`config.mk`:
```
export PLATFORM = sky130hd
export DESIGN_NAME = div
export DESIGN_NICKNAME = d
export VERILOG_FILES = /design/src/rtl/div.sv
export SDC_FILE = /design/constraint.sdc
export NUM_CORES = 1
export LEC_CHECK = 0
export BUFFER_PORTS_ARGS = -buffer_cell sky130_fd_sc_hd__buf_2
export CORE_UTILIZATION = 25
export DETAILED_ROUTE_END_ITERATION = 10
export SKIP_CTS_REPAIR_TIMING = 1
export SYNTH_ARGS = -nofsm -noshare
export SYNTH_HDL_FRONTEND = slang
export SYNTH_SLANG_ARGS = --single-unit
```
`constraint.sdc`:
```
create_clock -name clk -period 6.1 [get_ports clk]
set_input_delay 0.305 -clock clk [delete_from_list [all_inputs] [get_ports clk]]
set_output_delay 0.305 -clock clk [all_outputs]
set_load 0.02 [all_outputs]
```
`src/rtl/div.sv`:
```
// div: iterative RV32M DIV/DIVU/REM/REMU unit.
// Radix-2 restoring division, 32 BUSY cycles, one-cycle ready pulse.
module div (
  input  logic        rst,
  input  logic        clk,
  input  logic        div_enable,
  input  logic        div_clear,
  input  logic [31:0] div_rdata1,
  input  logic [31:0] div_rdata2,
  input  logic [3:0]  div_op,
  output logic [31:0] div_result,
  output logic        div_ready,
  output logic        div_busy
);

  typedef enum logic [1:0] {
    IDLE,
    BUSY,
    DONE
  } state_e;

  state_e      state_q, state_d;
  logic [31:0] r_q, r_d;
  logic [31:0] q_q, q_d;
  logic [31:0] b_q, b_d;
  logic [31:0] res_q, res_d;
  logic [4:0]  cnt_q, cnt_d;
  logic        rem_q, rem_d;
  logic        negq_q, negq_d;
  logic        negr_q, negr_d;

  logic        sgn, is_rem, dz, ovf;
  logic [31:0] abs_a, abs_b;
  logic [32:0] shl, t;
  logic [31:0] r_s, q_s, q_fin, r_fin;

  // op decode; op bits are {div, divu, rem, remu}
  assign sgn    = div_op[3] | div_op[1];
  assign is_rem = (div_op[1] | div_op[0]) & ~(div_op[3] | div_op[2]);
  assign abs_a  = (sgn & div_rdata1[31]) ? -div_rdata1 : div_rdata1;
  assign abs_b  = (sgn & div_rdata2[31]) ? -div_rdata2 : div_rdata2;
  assign dz     = (div_rdata2 == 32'd0);
  assign ovf    = sgn & (div_rdata1 == 32'h8000_0000)
                      & (div_rdata2 == 32'hFFFF_FFFF);

  // One restoring step. R stays below the divisor, so the
  // restore path always fits back into 32 bits.
  assign shl   = {r_q, q_q[31]};
  assign t     = shl - {1'b0, b_q};
  assign r_s   = t[32] ? shl[31:0] : t[31:0];
  assign q_s   = {q_q[30:0], ~t[32]};
  assign q_fin = negq_q ? -q_s : q_s;
  assign r_fin = negr_q ? -r_s : r_s;

  // State and datapath registers
  always_ff @(posedge clk or negedge rst) begin
    if (!rst) begin
      state_q <= IDLE;
      r_q     <= '0;
      q_q     <= '0;
      b_q     <= '0;
      res_q   <= '0;
      cnt_q   <= '0;
      rem_q   <= 1'b0;
      negq_q  <= 1'b0;
      negr_q  <= 1'b0;
    end else begin
      state_q <= state_d;
      r_q     <= r_d;
      q_q     <= q_d;
      b_q     <= b_d;
      res_q   <= res_d;
      cnt_q   <= cnt_d;
      rem_q   <= rem_d;
      negq_q  <= negq_d;
      negr_q  <= negr_d;
    end
  end

  // Next-state and datapath update
  always_comb begin
    state_d = state_q;
    r_d     = r_q;
    q_d     = q_q;
    b_d     = b_q;
    res_d   = res_q;
    cnt_d   = cnt_q;
    rem_d   = rem_q;
    negq_d  = negq_q;
    negr_d  = negr_q;
    unique case (state_q)
      IDLE: begin
        if (!div_clear && div_enable) begin
          rem_d  = is_rem;
          negq_d = sgn & (div_rdata1[31] ^ div_rdata2[31]);
          negr_d = sgn & div_rdata1[31];
          b_d    = abs_b;
          r_d    = '0;
          q_d    = abs_a;
          cnt_d  = 5'd31;
          if (dz) begin
            state_d = DONE;
            res_d   = is_rem ? div_rdata1 : 32'hFFFF_FFFF;
          end else if (ovf) begin
            state_d = DONE;
            res_d   = is_rem ? 32'd0 : 32'h8000_0000;
          end else begin
            state_d = BUSY;
          end
        end
      end
      BUSY: begin
        if (div_clear) begin
          state_d = IDLE;
        end else begin
          r_d   = r_s;
          q_d   = q_s;
          cnt_d = cnt_q - 5'd1;
          if (cnt_q == 5'd0) begin
            state_d = DONE;
            res_d   = rem_q ? r_fin : q_fin;
          end
        end
      end
      DONE:    state_d = IDLE;
      default: state_d = IDLE;
    endcase
  end

  assign div_result = res_q;
  assign div_ready  = (state_q == DONE);
  assign div_busy   = (state_q != IDLE);

endmodule
```
==> metrics.md <==
| Metric | Value |
|---|---|
| DR pass1 iterations | 9 |
| Count of cell types in the netlist | 97 |
| First-pass GRT wire length | 67.9 mm |
| Synthesis-to-layout area growth | 14.1% |
| Ant. Diodes | 0 |
| # DRC | 8 |
| Ports | 106 |
| Placer Congestion | 0.891 |
| Core area | 46,700 µm² |
| Share of layout cells above drive strength 1 | 12.5% |
| Seq/Total Area, Yosys | 29.1% |
| Fmax | 183 MHz |
| Clock root buffer | clkbuf_16 |
| Synth Area per Inst | 7.69 µm² |
| Netlist Area Pre-Place | 11,900 µm² |
| Vias | 12,000 |
| Commonest non-fill, non-tap cells in the layout | 219 x nand2_1, 198 x o21ai_0, 138 x dfrtp_1 |
| RSZ-0062 raised after global routing | no |
| Setup Crit Path Kind | flip-flop to flip-flop |
| Largest net degree at the start of global routing | 92 |
| Min cycle time layout | 5.46 ns |
| Largest cells by area after synthesis | dfrtp_1 29%, o21ai_0 8.4%, nand2_1 6.9% |
| Register area | 3450 µm² |
| Initial antenna violation count | 1 |
| WHS | -0.0417 ns |
| Failing checks | DRC, hold timing |
| Switching Share | 52.7% |
| Placement-stage cell area | 12,900 µm² |
| Fin crit share | 89.5% |
| Util after Layout | 29.0% |
| Total track usage | 18.0% |
| Syn Inst Count | 1,545 |
| Initial Util | 25.5% |
| Prevailing post-synth register cell | dfrtp_1 |
| Lkg Pwr | 0.00561 µW |
| Final setup violation count | 0 |
| CP Launch Type | flip-flop |
| Total Routed Length | 42.9 mm |
| Final TNS setup | 0 ns |
| Synth Net Count | 1,657 |
| Yosys top cell area share | 29.1% |
| # fillers | 5,102 |
| Vias in the first global route | 11,600 |
| FFs w/ async S/R, synth | 100% |
| Pre-CTS WS | 0.726 ns |
| Clk buf depth | 2 |
| Synth warn | 0 |
| TritonCTS clock tree | built |
| Final Hold Violating Endpoints | 21 |
| EDFF count, synth | 0 |
| # port buffers | 105 |
| TritonCTS Buffers | 17 |
| Worst hold-check path type | input pin to asynchronous set/reset pin |
| Clock skew | 0.0128 ns |
| Peak supply drop | 0.385 mV |
| Switching power total | 4170 µW |
| Fin area | 13,600 µm² |
| Post-synthesis cell type with the largest combined area | dfrtp_1 |
| Clk pwr share | 14.3% |
| FF+latch count, synth | 138 |
| CP Data Required Time | 6.46 ns |
| Combinational Power Share | 64.9% |
| Fin worst setup slack | 0.643 ns |
| Antenna-violating nets left | 0 |
| Max_slew headroom | 30.6% |
| Crit-path max FO | 13 |
| Maxcap violations | 0 |
| Skew-Pair Late Insertion Delay | 0.44 ns |
| Total Nets Final | 1,717 |
| CTS Sinks | 138 |
| Pwr dens | 584 nW/µm² |
| Status | complete, but fails checks |
| DR WL/cell | 19.3 µm |
| Commonest non-fill, non-tap cell in the layout | nand2_1 |
| Pint | 3740 µW |
| CP endpoint kind | flip-flop |
| Die ar. | 48,400 µm² |
| # H-tree levels | 4 |
| DRT iter0 DRCs | 1,031 |
| Via density | 5.38 |
| Die width | 220 µm |
| Row cnt | 79 |
| HPWL Detailed | 33.1 mm |
| Slew of the pin with the lowest slew margin | 1.03 ns |
| Register share of total power | 20.8% |
| Multi-input gate area | 7800 µm² |
| Global route overflow | 0 |
| Clk slew on worst S/H paths | 0.07 ns |
| Die height | 220 µm |
| Slew Limit Fails | 0 |
| Arrival @ worst endpoint | 5.82 ns |
==> path summary, 6_finish.rpt <==
check	startpoint	to	slack (ns)	cells after the start
max in group asynchronous	rst	b_q[12]	4.86	2
min reg2reg	div_result[4]	div_result[4]	0.47	2
max	r_q[24]	div_result[26]	0.64	21
max reg2reg	r_q[24]	div_result[26]	0.64	21
min	rst	q_q[8]	-0.04	1
min in group clk	div_clear	state_q[0]	0.11	2
==> state kept, by name, summed over array words and instances (netlist names) <==
register,flops
b_q,32
cnt_q,5
div_result,32
negq_q,1
negr_q,1
q_q,32
r_q,32
rem_q,1
state_q,2
==> cell type report <==
| cell class | count | share of cell area (%) |
|---|---|---|
| inverters | 58 | 1.61 |
| well taps | 607 | 5.60 |
| clock buffers | 20 | 3.44 |
| repair buffers | 127 | 5.14 |
| clock inverters | 12 | 1.18 |
| flip-flops and latches | 138 | 25.5 |
| multi-input cells | 1263 | 57.5 |
==> per-layer routing <==
layer / up-vias / track usage [%] / wire length (µm)
met5: - / 0 / 0
met4: 0 / 5.10 / 881
met3: 51 / 2.42 / 2270
met2: 387 / 29.9 / 20300
met1: 5813 / 24.2 / 19400
li1: 5729 / - / -
==> cell usage after synthesis, drive strengths merged, types with 4 or more instances <==
cell	count
a211o	4
a211oi	6
a21o	8
a21oi	124
a311oi	7
a31o	4
a31oi	10
and2	12
and3	8
and4	6
buf	25
clkbuf	60
dfrtp	138
ha	39
inv	58
mux2i	31
nand2	219
nand2b	13
nand3	16
nand4	20
nor2	128
nor2b	7
nor3	40
nor4	22
o211ai	14
o21a	10
o21ai	205
o221ai	17
o22ai	11
o31a	4
o31ai	29
o41ai	15
or2	7
or3	20
or4	17
xnor2	63
xor2	67
==> stage by stage <==
step / power (µW) / cells
finish: 7910 / 2225
global route: 8540 / 2225
CTS: 7850 / 2225
detailed placement: 6690 / 2193
global placement: 6640 / 2193
floorplan: 5240 / 1545
==> worst max-delay path, cell delays in order, from the launching register on <==
cell and delay (ns):
dfrtp_1 0.44, ha_1 0.38, a21oi_1 0.35, o21ai_0 0.14, a221oi_1 0.47, o21ai_0 0.33, a311oi_2 0.50, nor2_4 0.05
inv_2 0.19, nor2_1 0.07, a21oi_1 0.22, ha_1 0.24, nand2_1 0.11, nor3_1 0.31, nand4b_1 0.20, nor3_1 0.17
o21ai_0 0.11, o32a_1 0.27, o41ai_2 0.42, xor2_1 0.20, a21oi_1 0.09, o21ai_1 0.14
==> logic make-up (layout without fill, tap and decap cells) <==
kind of cell,after synthesis,in the layout,share of synthesized area (%)
DFF,138,138,29.1
adders and majority gates,40,40,4.28
xor gates and xnor gates,130,130,9.59
AOI/OAI and AO/OA,510,510,26.8
and+or+nand+nor,550,550,22.0
muxes,33,33,2.80
buffers and inverters,144,217,5.45
==> power by group through the flow <==
stage	clock, µW	sequential, µW	combinational, µW
after floorplan	0	1600	3640
after global placement	0	1640	5000
after detailed placement	0	1650	5040
after CTS	1150	1640	5060
after global routing	1180	1680	5670
final	1130	1650	5140
Note: power is estimated with default switching activity, not from simulation.
